==> src/rtl/red_and_pkg.sv <==
// Shared types and sizing helpers for the streaming AND-reduction block.
package red_and_pkg;

  typedef enum logic {
    IDLE = 1'b0,
    ACC  = 1'b1
  } state_e;

  // floor(log2(v)) for v >= 1; returns 0 for v <= 1.
  function automatic int log2floor(input int v);
    int r;
    r = 0;
    for (int i = 1; i < 31; i++) begin
      if (v >= (1 << i)) r = i;
    end
    return r;
  endfunction

  // Width of the beat counter / zero-beat index for a given frame limit.
  function automatic int cnt_width(input int max_beats);
    int w;
    w = log2floor(max_beats - 1) + 1;
    return (w < 1) ? 1 : w;
  endfunction

endpackage

==> src/rtl/red_and_stream_red_and.sv <==
// Combinational AND-reduction of one beat word.
module RedAnd #(
  parameter int width = 8
) (
  input  logic [width-1:0] A,
  output logic             Z
);

  assign Z = &A;

endmodule

==> src/rtl/red_and_stream.sv <==
// Streaming AND-reduction: folds a frame of beats into one registered result
// (frame AND, first zero beat, beat count, overflow) behind a valid/ready pair.
module red_and_stream
  import red_and_pkg::*;
#(
  parameter  int width    = 8,
  parameter  int maxBeats = 16,
  localparam int cw       = cnt_width(maxBeats)
) (
  input  logic             clk_i,
  input  logic             rst_i,
  input  logic [width-1:0] A,
  input  logic             InValid,
  input  logic             InLast,
  output logic             InReady,
  output logic             Z,
  output logic [cw-1:0]    ZeroBeat,
  output logic [cw-1:0]    Beats,
  output logic             Ovf,
  output logic             OutValid,
  input  logic             OutReady
);

  typedef struct packed {
    logic          z;
    logic [cw-1:0] zero_beat;
    logic [cw-1:0] beats;
    logic          ovf;
  } result_t;

  localparam logic [cw-1:0] LAST_CNT = cw'(maxBeats - 1);

  state_e        state_q, state_n;
  logic          acc_q, acc_n;
  logic [cw-1:0] cnt_q, cnt_n;
  logic [cw-1:0] zidx_q, zidx_n;
  logic          zseen_q, zseen_n;
  result_t       res_p1, res_n;
  logic          vld_p1, vld_n;

  logic          beat_and;
  logic          accept;
  logic          at_limit;
  logic          acc_m;
  logic [cw-1:0] zidx_m;

  RedAnd #(.width(width)) u_red_and (
    .A (A),
    .Z (beat_and)
  );

  assign InReady  = !(vld_p1 && !OutReady);
  assign accept   = InValid && InReady;
  assign at_limit = (cnt_q == LAST_CNT);

  always_comb begin
    state_n = state_q;
    acc_n   = acc_q;
    cnt_n   = cnt_q;
    zidx_n  = zidx_q;
    zseen_n = zseen_q;
    res_n   = res_p1;
    vld_n   = vld_p1 && !OutReady;
    acc_m   = acc_q & beat_and;
    zidx_m  = (!zseen_q && !beat_and) ? cnt_q : zidx_q;

    if (accept) begin
      case (state_q)
        IDLE: begin
          if (InLast) begin
            // A lone beat can only fail at index 0, so ZeroBeat is 0 either way.
            res_n.z         = beat_and;
            res_n.zero_beat = '0;
            res_n.beats     = '0;
            res_n.ovf       = 1'b0;
            vld_n           = 1'b1;
          end else begin
            acc_n   = beat_and;
            cnt_n   = cw'(1);
            zseen_n = !beat_and;
            zidx_n  = '0;
            state_n = ACC;
          end
        end
        ACC: begin
          if (InLast || at_limit) begin
            res_n.z         = acc_m;
            res_n.zero_beat = acc_m ? '0 : zidx_m;
            res_n.beats     = cnt_q;
            res_n.ovf       = at_limit && !InLast;
            vld_n           = 1'b1;
            acc_n           = 1'b1;
            cnt_n           = '0;
            zseen_n         = 1'b0;
            zidx_n          = '0;
            state_n         = IDLE;
          end else begin
            acc_n   = acc_m;
            zidx_n  = zidx_m;
            zseen_n = zseen_q | !beat_and;
            cnt_n   = cnt_q + cw'(1);
          end
        end
        default: state_n = IDLE;
      endcase
    end
  end

  // ---- stage p1: frame state and result register ----
  always_ff @(posedge clk_i or posedge rst_i) begin
    if (rst_i) begin
      state_q <= IDLE;
      acc_q   <= 1'b1;
      cnt_q   <= '0;
      zidx_q  <= '0;
      zseen_q <= 1'b0;
      res_p1  <= '0;
      vld_p1  <= 1'b0;
    end else begin
      state_q <= state_n;
      acc_q   <= acc_n;
      cnt_q   <= cnt_n;
      zidx_q  <= zidx_n;
      zseen_q <= zseen_n;
      res_p1  <= res_n;
      vld_p1  <= vld_n;
    end
  end

  assign Z        = res_p1.z;
  assign ZeroBeat = res_p1.zero_beat;
  assign Beats    = res_p1.beats;
  assign Ovf      = res_p1.ovf;
  assign OutValid = vld_p1;

endmodule
==> config.mk <==
export PLATFORM = sky130hd
export DESIGN_NAME = red_and_stream
export DESIGN_NICKNAME = d
export VERILOG_FILES = /design/src/rtl/red_and_pkg.sv /design/src/rtl/red_and_stream_red_and.sv /design/src/rtl/red_and_stream.sv
export SDC_FILE = /design/constraint.sdc
export NUM_CORES = 1
export LEC_CHECK = 0
export BUFFER_PORTS_ARGS = -buffer_cell sky130_fd_sc_hd__buf_4
export CAP_MARGIN = 20
export CORE_UTILIZATION = 55
export CTS_BUF_LIST = sky130_fd_sc_hd__clkbuf_8
export CTS_CLUSTER_DIAMETER = 40
export DETAILED_ROUTE_END_ITERATION = 7
export PLACE_DENSITY = 0.9
export SYNTH_ARGS = -nofsm -noshare
export SYNTH_HDL_FRONTEND = slang
export SYNTH_SLANG_ARGS = --single-unit
==> constraint.sdc <==
create_clock -name clk_i -period 3.76 [get_ports clk_i]
set_input_delay 0.752 -clock clk_i [delete_from_list [all_inputs] [get_ports clk_i]]
set_output_delay 0.752 -clock clk_i [all_outputs]
set_load 0.01 [all_outputs]
Word-level counts from Yosys, hierarchy flattened
Cells that the tools add are included.

word-level totals
  output and inout bits = 12
  input port bits = 13
  bits in registers = 22
  word-level logic and storage cells = 55

cells by class
  mux-type cells = 24
  reductions and logical operators = 13
  bitwise logic cells = 3
  eq/ne operators = 4
  add/sub/neg operators = 1

operators by type and width
  kind                 number
  $mux 4               6
  $mux 10              2
  $pmux 10 s2          1
  $pmux 4 s2           2
  $mux 1               9
  $pmux 1 s2           4
  $reduce_and 8->1     1
  $logic_not 1->1      5
  $add 4x1->4 const B  1
  $eq 4x4->1 const B   1
  $logic_and 1x1->1    4
  $ne 2x2->1 const B   2
  $reduce_and 3->1     1
  $ne 2x1->1 const B   1
  $reduce_and 2->1     1
  $and 1x1->1          1
  $logic_or 1x1->1     1
  $not 1->1            1
  $or 1x1->1           1

Logic depth before layout (Yosys ltp)
Gate-level depths: netlist of the first run.

  word-level depth = 7
  mapped depth = 6
  depth with buffers taken out = 5

Modules after synthesis
Synthesis of the first run repeated with hierarchy kept, for this count alone.

unflattened totals
  cell total of the unflattened synthesis = 107
  area total of the unflattened synthesis = 1,081.0 um2

modules (own cells, without submodules)
  module          cells an instance  instances  sequential area each (um2)  area each (um2)
  red_and_stream  104                1          551.8                       1,064.8
  RedAnd          3                  1          0.0                         16.3

Least setup slack after synthesis of the first run
Ideal clock, no wire load.

  path kind = input to register
  start point = input port A[6]
  end point = register zidx_q[0]
  setup time = 0.121 ns
  data required time = 3.639 ns
  slack = 1.952 ns
  cell stages on the path = 4
  buffers on the path = 0
  data arrival time = 1.687 ns
  path through = nand4_1 o21bai_1 nor3_1 a22o_1

between the ends
  longest elaborated chain between the ends = 6

RTL lines
  element                 line                         RTL
  start: declaration      red_and_stream.sv:12         input logic [width-1:0] A,
  $reduce_and 8->1        red_and_stream_red_and.sv:9  assign Z = &A;
  $logic_not 1->1         red_and_stream.sv:65         zidx_m = (!zseen_q && !beat_and) ? cnt_q : zidx_q;
  $logic_and 1x1->1       red_and_stream.sv:65
  $mux 4                  red_and_stream.sv:65
  $mux 4                  red_and_stream.sv:86         if (InLast || at_limit) begin
  $pmux 4 s2              red_and_stream.sv:68         case (state_q)
  end signal: assignment  red_and_stream.sv:123        zidx_q <= zidx_n;
  end: declaration        red_and_stream.sv:36         logic [cw-1:0] zidx_q, zidx_n;

No other way between the ends.
A chain may end at the register's enable or synchronous reset.

Worst setup path in the final report of the first run
  start point = input port OutReady
  end point = output port InReady

between the ends
  longest elaborated chain between the ends = 3

RTL lines
  element             line                  RTL
  start: declaration  red_and_stream.sv:21  input logic OutReady
  $logic_not 1->1     red_and_stream.sv:52  assign InReady = !(vld_p1 && !OutReady);
  $logic_and 1x1->1   red_and_stream.sv:52
  $logic_not 1->1     red_and_stream.sv:52
  end: declaration    red_and_stream.sv:15  output logic InReady,

No other way between the ends.

==> results summary, run 1 <==
The count of unique library cells instantiated by Yosys came out at 30. In the final routing, the length of wire on met1 measures 943 µm. Before antenna repair, the detailed router went through 4 iterations. Grouping stages by cell kind, the critical path spends the most delay in buffers and inverters. The clock passes through at most 2 buffers. Once placement finished, the instance area stood at 1230 µm². The count of cell instances traversed by the critical path came out at 3. The total routing usage reported by global routing is 24.14%. The power share of the clock group is 35.2%. Clock tree synthesis selected as its root buffer the cell clkbuf_8. The starting density of the core came out at 59.78%. The average instance area after synthesis is 10.33 µm². The initial antenna violation count is 0. For this run, the register share of the synthesized area comes to 52.88%. The flow ran to the end, and the final reports show no timing, DRC or antenna violations.

In this run the critical register-to-register path is captured at ZeroBeat[1]. Setup repair after global routing left no endpoint under its margin. The count of input and output buffers is 24. The number of vias per cell after detailed routing came out at 5.673. The area of the die is 2075 µm². The max-slew headroom at the worst pin came out at 46.79%. VDD sags by at most 306.4 µV. The count of nets left with antenna violations once routing finished came out at 0.

Detailed routing placed a total of 148 µm of wire on met3. After synthesis, the most frequently instantiated cells are 21 x dfrtp_1, 19 x nand2_1, 11 x o21ai_0, 5 x a22o_1. The largest clock skew in the final design is 0.004059 ns. Detailed placement ended at an HPWL of 1550 µm. The static leakage power came out at 0.6186 nW. The die boundary height came out at 45.56 µm. The cts-stage hold buffer count came out at 0. The cell area that synthesis handed to floorplanning was 1044 µm².

Derived from the worst setup path, the maximum achievable clock frequency is 0.4702 GHz. The signal arrival time at the worst endpoint is 1.37 ns. The total overflow reported by the global router is 0. The remaining routing DRC violations is 0. The final hold violation count is 0. The critical path endpoint category is an output pin. Post-CTS timing repair inserted 0 buffers for setup. After clock tree synthesis, the clock-pin slew on the worst setup and hold paths is 0.08 ns. The reg-to-reg startpoint is cnt_q[1].

The fraction of power spent switching nets is 25.30%. Combinational logic is responsible for 17.5% of the overall power. The synthesized net count came out at 115.

The delay of the slowest cell on the worst path came out at 0.29 ns. In the post-synthesis netlist, the cell with the most instances is dfrtp_1. Of the cells placed in the final design, the portion with a size suffix greater than 1 is 25.60%. For the pin with the worst max-slew slack, the measured transition is 0.7973 ns. The floorplan step defined a core boundary enclosing 1745 µm². The number of nets in the finished design is 140. The net switching power of the design came out at 0.0001538 W. Across the run, the number of max-cap violations was 0. The finished layout holds 150 standard cells, fillers aside.

The summed negative setup slack over all endpoints is 0 ns. The synthesized design spends more area on one cell type than any other, namely dfrtp_1. The first-pass GRT wire length is 3532 µm. The finished layout cell area is 1301 µm². The area added between synthesis and finish came out at 24.70%.

The cell at the slowest stage of the critical path is nand2b_1. The Yosys warning count came out at 0. For this run, asynchronously set or reset flops after synthesis account for 100.0%. Following the worst setup path forward leads to its endpoint at InReady.

In the final routed layout, each cell accounts on average for 14.23 µm. The number of levels in the clock H-tree is 1. The highest layer touched by signal routing is met4.

The critical path in this run is classified as input pin to output pin. The critical path goes through buf_4 -> nand2b_1 -> buf_4. The final weighted congestion in routability-driven placement came out at 0.8447. The maximum fanout count along the critical path is 9. The clock period could shrink to 2.127 ns. Counting cells, the worst reg-to-reg path comes to 5. Together, buffers and inverters on the worst path number 2. The routed length on met2 came out at 1032 µm.

For this block, the initial DRC count from the detailed router was 21. The TritonCTS sink count is 22. The startpoint type of the worst setup path is an input pin.

TritonCTS built the clock tree. The source-to-sink clock delay at the later pin of the worst-skew pair came out at 0.25 ns. The register-to-register setup slack is 1.86 ns. The final-report setup violation count came out at 0. The count of mapped cells out of synthesis came out at 101. The flop and latch count out of synthesis came out at 22. The number of rows created at floorplan is 15. The repair_antennas step left the layout with diodes totalling 0. The maximum number of pins on one net before global-route repair is 23. The portion of synthesized cell area occupied by the leading cell type came out at 50.36%. The count of placed standard cells including taps came out at 146. The number of global-route vias before repair is 789.

The sequential fraction of design power is 47.3%. Yosys attributes the largest share of cell area to dfrtp_1 50%, nand2_1 6.8%, o21ai_0 5.3%. Once the clock tree was built, the resizer swapped 0 gates to a different size.

By instance count, the cell type seen most on the critical path is buf_4. The number of buffers inserted during clock tree synthesis is 3. Of the available clock period, the critical path in the final layout requires 56.56%. The number of flops mapped to enable cells by yosys came out at 0. The tightest min-delay check is of the flip-flop to flip-flop type. The most critical setup path has its startpoint at OutReady. Detailed routing inserted a total of 851 vias. The die width came out at 45.56 µm. STA puts the critical path data required time at 3.01 ns.

The power per unit of standard cell area came out at 467.2 nW/µm². For this run, the leading register cell type out of synthesis is dfrtp_1. The total wire length is 2134 µm. The total count of max-transition violations in the final report came out at 0. The internal cell power is 0.0004542 W.

The I/O pin count came out at 25.
==> worst min-delay path, stage by stage (launching register included) <==
cell and delay (ns):
dfrtp_1 0.35, nand2_1 0.05, o21ai_1 0.06
==> per-stage QoR <==
stage	power, W	utilization (%)	hold WS (ns)	setup WS (ns)
finish	0.0006080	74.55	0.4906	1.633
global route	0.0006377	74.55	0.5183	1.602
CTS	0.0006118	74.55	0.4953	1.635
detailed placement	0.0003979	70.47	0.4774	1.635
global placement	0.0003928	70.47	0.4623	1.667
floorplan	0.0003579	-	0.4658	1.952
==> cell families after synthesis <==
| kind of cell | Yosys count | share of synthesized area (%) |
|---|---|---|
| flip-flops | 22 | 52.88 |
| adder cells (fa/ha/maj) | 1 | 1.199 |
| AO/OA/AOI/OAI | 32 | 20.98 |
| buffers and inverters | 6 | 3.117 |
| AND/OR/NAND/NOR | 35 | 16.91 |
| multiplexers | 5 | 4.916 |
==> power by group through the flow <==
stage	logic, W	registers, W	clock network, W
after floorplan	0.0000735	0.000284	0
after global placement	0.000103	0.000290	0
after detailed placement	0.000106	0.000292	0
after CTS	0.000107	0.000287	0.000218
after global routing	0.000118	0.000291	0.000228
final	0.000106	0.000287	0.000214
==> how the worst min path moves through the flow <==
stage / start / endpoint / slack, ns / cells past startpoint
floorplan: zidx_q[0] / zidx_q[0] / 0.47 / 1
global placement: Beats[3] / Beats[3] / 0.46 / 2
detailed placement: ZeroBeat[3] / ZeroBeat[3] / 0.48 / 2
CTS: ZeroBeat[3] / ZeroBeat[3] / 0.50 / 2
global route: Beats[3] / Beats[3] / 0.52 / 2
finish: ZeroBeat[3] / ZeroBeat[3] / 0.49 / 2
==> cells in the final DEF (no fill, tap or decap) <==
cell       synthesis  routed
buf_4              0      24
dfrtp_1           21      21
nand2_1           19      19
o21ai_0           11      11
a22o_1             5       5
nand2b_1           4       4
mux2i_1            4       4
o21ai_1            4       4
nand4_1            3       3
nand3_1            3       3
a21oi_1            3       3
clkbuf_8           0       3
inv_1              2       2
nor3_1             2       2
a2bb2oi_1          2       2
a41oi_2            1       1
nand3b_4           1       1
nor2_1             1       1
o21bai_1           1       1
and3_1             1       1
a31o_1             1       1
a21o_1             1       1
o41ai_1            1       1
and2_1             1       1
a211o_1            1       1
a32o_1             1       1
mux2_2             1       1
ha_1               1       1
dfstp_2            1       1
bufinv_16          0       1
==> cell type report <==
cell class,instances,area [µm²]
Tap cell,25,31.28
Timing Repair Buffer,24,180.2
Clock inverter,1,30.03
Inverter,2,7.507
Fill cell,130,444.2
Clock buffer,3,41.29
Sequential cell,22,551.8
Multi-Input combinational cell,73,459.2
==> metal layers <==
| metal | vias to the layer above | global-route usage (%) |
|---|---|---|
| met3 | 2 | 3.571 |
| met5 | - | 0 |
| met1 | 392 | 31.27 |
| met2 | 39 | 40.29 |
| met4 | 0 | 9.697 |
| li1 | 418 | - |
==> flip-flops by register name, summed over array words and instances (netlist names) <==
signal	flops
acc_q	1
OutValid	1
Z	1
ZeroBeat	4
state_q	1
zidx_q	4
Beats	4
cnt_q	4
Ovf	1
zseen_q	1
(Power assumes the default switching activity.)
==> inputs of run 2 (changes only) <==
CORE_UTILIZATION = 49   (was 55)
PLACE_DENSITY = 0.85   (was 0.9)
clock period = 1.71 ns   (was 3.76 ns; I/O delays follow)
==> run 2 against run 1 <==
Combinational power grew to 3.1 times the previous value. Wire length is 23% higher. Die area grew 12%. Clock power increased by 130%. First-iteration DRC count down 4.8%. Global-route usage increased by 0.59 points. Highest routed layer unchanged.
==> results summary, run 2 (synthesis gave the netlist of run 1 again) <==
The startpoint type of the worst setup path is a flip-flop. The worst-case reg-to-reg path depth is 5 (unchanged). The initial detailed-routing violation count is 20 (-4.8%). The signal arrival time at the worst endpoint came out at 1.83 ns (+0.46 ns). In this run the worst setup path terminates at zidx_q[2]. The maximum number of pins on one net before global-route repair was 23 (unchanged). The share of the clock period used by the worst path came out at 94.62%.

The number of nets in the finished design came to 153 (+9.3%). The largest clock skew in the final design is 0.007275 ns (+0.003215 ns). The routed wirelength normalized by instance count came out at 15.88 µm (+12%). The register-to-register setup slack came out at 0.09 ns (-1.77 ns). In the layout the commonest cells are 37 x buf_4, 21 x dfrtp_1, 19 x nand2_1. The internal cell power is 0.001043 W (+130%). The die width is 48.15 µm (+5.7%).

The I/O pin count was 25 (unchanged). The endpoint identified for the worst register-to-register timing path is zidx_q[2]. The diode insertion count for antenna repair came out at 0 (unchanged). The post-detailed-placement half-perimeter wirelength came out at 1914 µm (+24%). The most common cell after layout, fill and taps aside is buf_4.

The count of input and output buffers came to 24 (unchanged). The instance area after placement is 1300 µm² (+5.7%). The total routing usage reported by global routing is 24.73% (+0.59 points). The number of max-capacitance violations reported came out at 0 (unchanged). The post-layout instance count excluding filler cells was 165 (+10%). The die boundary height came out at 48.15 µm (+5.7%). The number of filler instances in the final layout was 134 (+3.1%). The number of antenna-violating nets in the routed design is 0 (unchanged). The power share of the clock group is 34.0% (-1.2 points). The top achievable clock speed is 0.6181 GHz.

The share of cells above drive strength 1 is 34.06% (+8.5 points). The required time of the critical path was 1.92 ns (-1.09 ns). The placeable core region is 1982 µm² (+14%). The number of levels in the clock H-tree is 1 (unchanged).

The overall power after layout came out at 0.001423 W (+130%). The peak supply drop came out at 705.1 µV (+130%). The final weighted congestion in routability-driven placement is 0.9492 (+12%). The finished layout cell area came out at 1423 µm² (+9.3%).

In this run the worst setup path begins at cnt_q[0]. The source-to-sink clock delay at the later pin of the worst-skew pair was 0.26 ns (about the same). The type of the worst setup path is flip-flop to flip-flop.

The final hold violation count came out at 0 (unchanged). The part of the power in combinational logic came out at 23.3% (+5.8 points). The number of buffers inserted during clock tree synthesis is 3 (unchanged). The clock slew at the register clock pins of the worst setup and hold paths came out at 0.08 ns (about the same). The transition time at the pin with the least slew margin is 0.3056 ns (-0.4917 ns). The static leakage power came out at 0.6822 nW (+10%). The starting density of the core is 52.65% (-7.1 points). The count of placed standard cells including taps is 157 (+7.5%).

The CTS tree is built. For the finished layout, the period the worst path requires is 1.618 ns. The number of vias per cell after detailed routing was 5.630 (-0.76%). The initial antenna violation count is 0 (unchanged). The total wire length came out at 2620 µm (+23%). The power per unit of standard cell area is 1000 nW/µm² (+110%). The flow ran to the end, and the final reports show no timing, DRC or antenna violations. The maximum fanout count along the critical path came to 6 (-3). Setup repair after global routing left no endpoint under its margin.

The summed negative setup slack over all endpoints came out at 0 ns (unchanged). The via count is 929 (+9.2%). The net switching power of the design came out at 0.0003804 W (+150%). The number of rows created at floorplan came out at 16 (+1). The iteration count of the initial detailed-routing pass was 4 (unchanged). The TritonCTS sink count was 22 (unchanged). The number of global-route vias before repair came out at 869 (+10%). The largest buffer count on any clock path was 2 (unchanged). The final-report setup violation count is 0 (unchanged).

The total count of max-transition violations in the final report came to 0 (unchanged). The remaining routing DRC violations is 0 (unchanged). The sequential fraction of design power was 42.8% (-4.5 points). The max-slew headroom at the worst pin is 79.62% (+33 points). The area of the die came out at 2318 µm² (+12%). In this run the critical register-to-register path is launched from cnt_q[0]. The worst setup path is captured at a flip-flop. Relative to the synthesized area, the layout overhead comes to 36.33%.

The fraction of power spent switching nets came out at 26.73% (+1.4 points). The first-pass GRT wire length is 3864 µm (+9.4%). The root buffer cell chosen for the clock tree is clkbuf_8. The path class of the tightest hold or removal check is input pin to asynchronous set/reset pin.

The total overflow reported by the global router came to 0 (unchanged).
==> run 2: how the worst min path moves through the flow <==
| stage | from | to | slack [ns] | cells after the start |
|---|---|---|---|---|
| after floorplan | rst_i | Beats[0] | 0.33 | 1 |
| after global placement | rst_i | ZeroBeat[1] | 0.39 | 3 |
| after detailed placement | rst_i | ZeroBeat[1] | 0.41 | 3 |
| after CTS | rst_i | ZeroBeat[1] | 0.12 | 3 |
| after global routing | rst_i | Beats[3] | 0.15 | 3 |
| final | rst_i | ZeroBeat[1] | 0.11 | 3 |
==> run 2: power groups by stage <==
stage	clock network (W)	registers, W	logic, W
floorplan	0	0.000625	0.000162
global placement	0	0.000612	0.000302
detailed placement	0	0.000615	0.000313
CTS	0.000482	0.000604	0.000315
global route	0.000513	0.000615	0.000362
finish	0.000483	0.000609	0.000331
==> run 2: metrics by stage <==
step / hold slack [ns] / setup WS, ns / utilization (%)
floorplan: 0.3305 / 0.1056 / -
global placement: 0.3937 / 0.1166 / 65.59
detailed placement: 0.4084 / 0.02764 / 65.59
CTS: 0.1239 / 0.05800 / 69.44
global route: 0.1510 / 0.01343 / 71.78
finish: 0.1073 / 0.09206 / 71.78
==> run 2: metal layers <==
metal	wire (µm)	GRT usage [%]	vias to the layer above	share of wire, %
met5	0	0	-	0
met4	41	11.67	0	1.6
met3	106	5.556	6	4.0
met2	1386	41.07	27	53
met1	1086	30.35	456	41
li1	-	-	440	-
==> run 2: critical path: stages (launching register included) <==
cell and delay (ns):
dfrtp_1 0.41, ha_1 0.26, a41oi_4 0.30, and3_4 0.24, a31o_1 0.21, a22o_1 0.15
==> run 2: area by class of cell <==
cell class                      instances  area [µm²]  area share, %
Tap cell                               27       33.78          2.375
Sequential cell                        22       551.8          38.79
Clock inverter                          1       30.03          2.111
Timing Repair Buffer                   37       277.8          19.53
Multi-Input combinational cell         73       480.5          33.77
Clock buffer                            3       41.29          2.902
Inverter                                2       7.507         0.5277
==> run 2: repair_timing <==
action,CTS,global route
setup buffers,0,4
gates resized for setup,1,2
hold buffers,0,0
setup endpoints to repair,1,8
==> inputs of run 3 (changes only) <==
CORE_ASPECT_RATIO = 1.4   (was default)
==> run 3 against run 2 <==
Via count decreased by 0.97%. Register-to-register slack got worse by 0.03 ns. Final cell count decreased by 4.2%. Power decreased by 0.94%. Highest routed layer unchanged. Critical endpoint is now zidx_q[1]. Sequential share of layout area increased by 0.55 points. First-iteration DRC count increased by 75%. Maximum frequency decreased by 1.7%. Utilization decreased by 0.70 points. Die area increased by 0.11%. Critical path type unchanged. Flip-flop and latch count unchanged.
==> results summary, run 3 (synthesis gave the netlist of run 1 again) <==
The number of buffers inserted during clock tree synthesis came out at 3 (unchanged). The total routing usage reported by global routing is 24.98% (+0.25 points). The placeable core region is 1973 µm² (-0.44%). The final weighted congestion in routability-driven placement came out at 0.8944 (-5.8%). The iteration count of the initial detailed-routing pass came out at 4 (unchanged). The clock slew at the register clock pins of the worst setup and hold paths is 0.08 ns (about the same). The maximum fanout count along the critical path is 6 (unchanged). The die width is 41 µm (-15%).

The TritonCTS sink count is 22 (unchanged). Clock tree synthesis selected as its root buffer the cell clkbuf_8. STA classifies the critical path startpoint as a flip-flop. The number of global-route vias before repair is 930 (+7.0%). The max-slew headroom at the worst pin is 69.31% (-10 points).

The count of placed standard cells including taps is 154 (-1.9%). The total overflow reported by the global router is 0 (unchanged). The run finished with clean final reports. The post-layout instance count excluding filler cells was 158 (-4.2%). The total wire length came out at 2551 µm (-2.6%). The starting density of the core came out at 52.89% (+0.23 points). The die boundary height is 56.60 µm (+18%).

The count of cells resized by post-cts repair came out at 0 (-1). The number of levels in the clock H-tree came out at 1 (unchanged). The signal arrival time at the worst endpoint was 1.85 ns (+0.02 ns). The initial detailed-routing violation count is 35 (+75%).

The largest clock skew in the final design is 0.001502 ns (-0.005773 ns). The remaining routing DRC violations came out at 0 (unchanged). The library cells used most frequently in the layout, excluding fill and tap cells, are 36 x buf_4, 21 x dfrtp_1, 19 x nand2_1.

The summed negative setup slack over all endpoints is 0 ns (unchanged). The cts-stage hold buffer count came out at 0 (unchanged). The power per unit of standard cell area came out at 1005 nW/µm² (+0.47%). The routed wirelength normalized by instance count is 16.15 µm (+1.7%). The source-to-sink clock delay at the later pin of the worst-skew pair came out at 0.26 ns (about the same).

The diode insertion count for antenna repair came out at 0 (unchanged). The final hold violation count is 0 (unchanged). The number of max-capacitance violations reported is 0 (unchanged). The number of rows created at floorplan came out at 19 (+3).

Setup repair after global routing left no endpoint under its margin. The post-CTS setup-driven buffer insertion count came out at 0 (unchanged). The path class of the tightest hold or removal check is input pin to asynchronous set/reset pin.

The count of input and output buffers came out at 24 (unchanged). The post-detailed-placement half-perimeter wirelength came out at 1914 µm (about the same). The final cell utilization of the core is 71.08% (-0.70 points).

The top achievable clock speed was 0.6076 GHz (-1.7%). The area added between synthesis and finish is 34.41%. The share of the clock period used by the worst path is 96.24% (+1.6 points). The static leakage power is 0.6798 nW (-0.34%). The most common cell after layout, fill and taps aside is buf_4. The worst setup slack after placement came to 0.08777 ns (+0.06013 ns). The critical path endpoint category is a flip-flop. The area of the die is 2321 µm² (+0.11%).

The I/O pin count came out at 25 (unchanged). The first-pass GRT wire length is 4022 µm (+4.1%). The peak supply drop came out at 690.0 µV (-2.1%). The share of cells above drive strength 1 is 32.85% (-1.2 points). The transition time at the pin with the least slew margin came out at 0.4599 ns (+0.1542 ns).

The number of vias per cell after detailed routing came to 5.823 (+3.4%). The CTS tree is built. The initial antenna violation count came out at 0 (unchanged). The final-report setup violation count came out at 0 (unchanged). The post-layout worst setup margin came out at 0.06431 ns (-0.02776 ns).

The time the worst path needs with I/O delays and setup is 1.646 ns (+0.02776 ns). The number of filler instances in the final layout came to 150 (+12%). The required time of the critical path came out at 1.91 ns (about the same).

The type of the worst setup path is flip-flop to flip-flop. The maximum number of pins on one net before global-route repair came to 16 (-30%). The total count of max-transition violations in the final report was 0 (unchanged).

The via count is 920 (-0.97%). The number of antenna-violating nets in the routed design is 0 (unchanged). The finished layout cell area came out at 1403 µm² (-1.4%).

The instance area after placement is 1315 µm² (+1.2%). The largest buffer count on any clock path is 2 (unchanged). The number of nets in the finished design came out at 152 (-0.65%).
run 3: power breakdown:
part | total (W) | switching (W) | internal [W] | leakage (nW)
combinational | 0.000323 | 0.000168 | 0.000155 | 0.351
clock | 0.000477 | 0.000165 | 0.000312 | 0.0357
sequential | 0.000609 | 0.0000367 | 0.000573 | 0.293
total | 0.00141 | 0.000369 | 0.00104 | 0.680
run 3: path summary, 6_finish.rpt:
check | from | endpoint | slack [ns] | cells after the start
max in group asynchronous | rst_i | Ovf | 1.10 | 3
min | rst_i | ZeroBeat[0] | 0.09 | 2
min in group clk_i | InLast | Ovf | 0.32 | 2
max | cnt_q[0] | zidx_q[1] | 0.06 | 5
min reg2reg | Beats[3] | Beats[3] | 0.49 | 2
max reg2reg | cnt_q[0] | zidx_q[1] | 0.06 | 5
run 3: routing by layer:
metal	up-vias	track usage, %	part of all wire, %
li1	438	-	-
met1	452	30.63	42
met2	26	41.96	53
met3	4	2.372	4.0
met4	0	9.524	0.90
met5	-	0	0
run 3: worst max-delay path: stages (launching register included):
cell	delay, ns
dfrtp_1	0.39
ha_1	0.24
a41oi_4	0.30
and3_1	0.27
a31o_1	0.24
a22o_1	0.15
run 3: cell type report:
cell class,instances,area [µm²],area share [%]
timing repair buffer,36,270.3,19.27
sequential,22,551.8,39.34
tap,21,26.28,1.873
inverter,2,7.507,0.5352
multi-input combinational,73,475.5,33.90
clock buffer,3,41.29,2.944
clock inverter,1,30.03,2.141
run 3: stage by stage:
| stage | total power (W) | hold WS (ns) |
|---|---|---|
| after CTS | 0.001405 | 0.09112 |
| after detailed placement | 0.0009309 | 0.3749 |
| after global routing | 0.001472 | 0.1256 |
| after floorplan | 0.0007870 | 0.3305 |
| final | 0.001410 | 0.08597 |
| after global placement | 0.0009180 | 0.3706 |
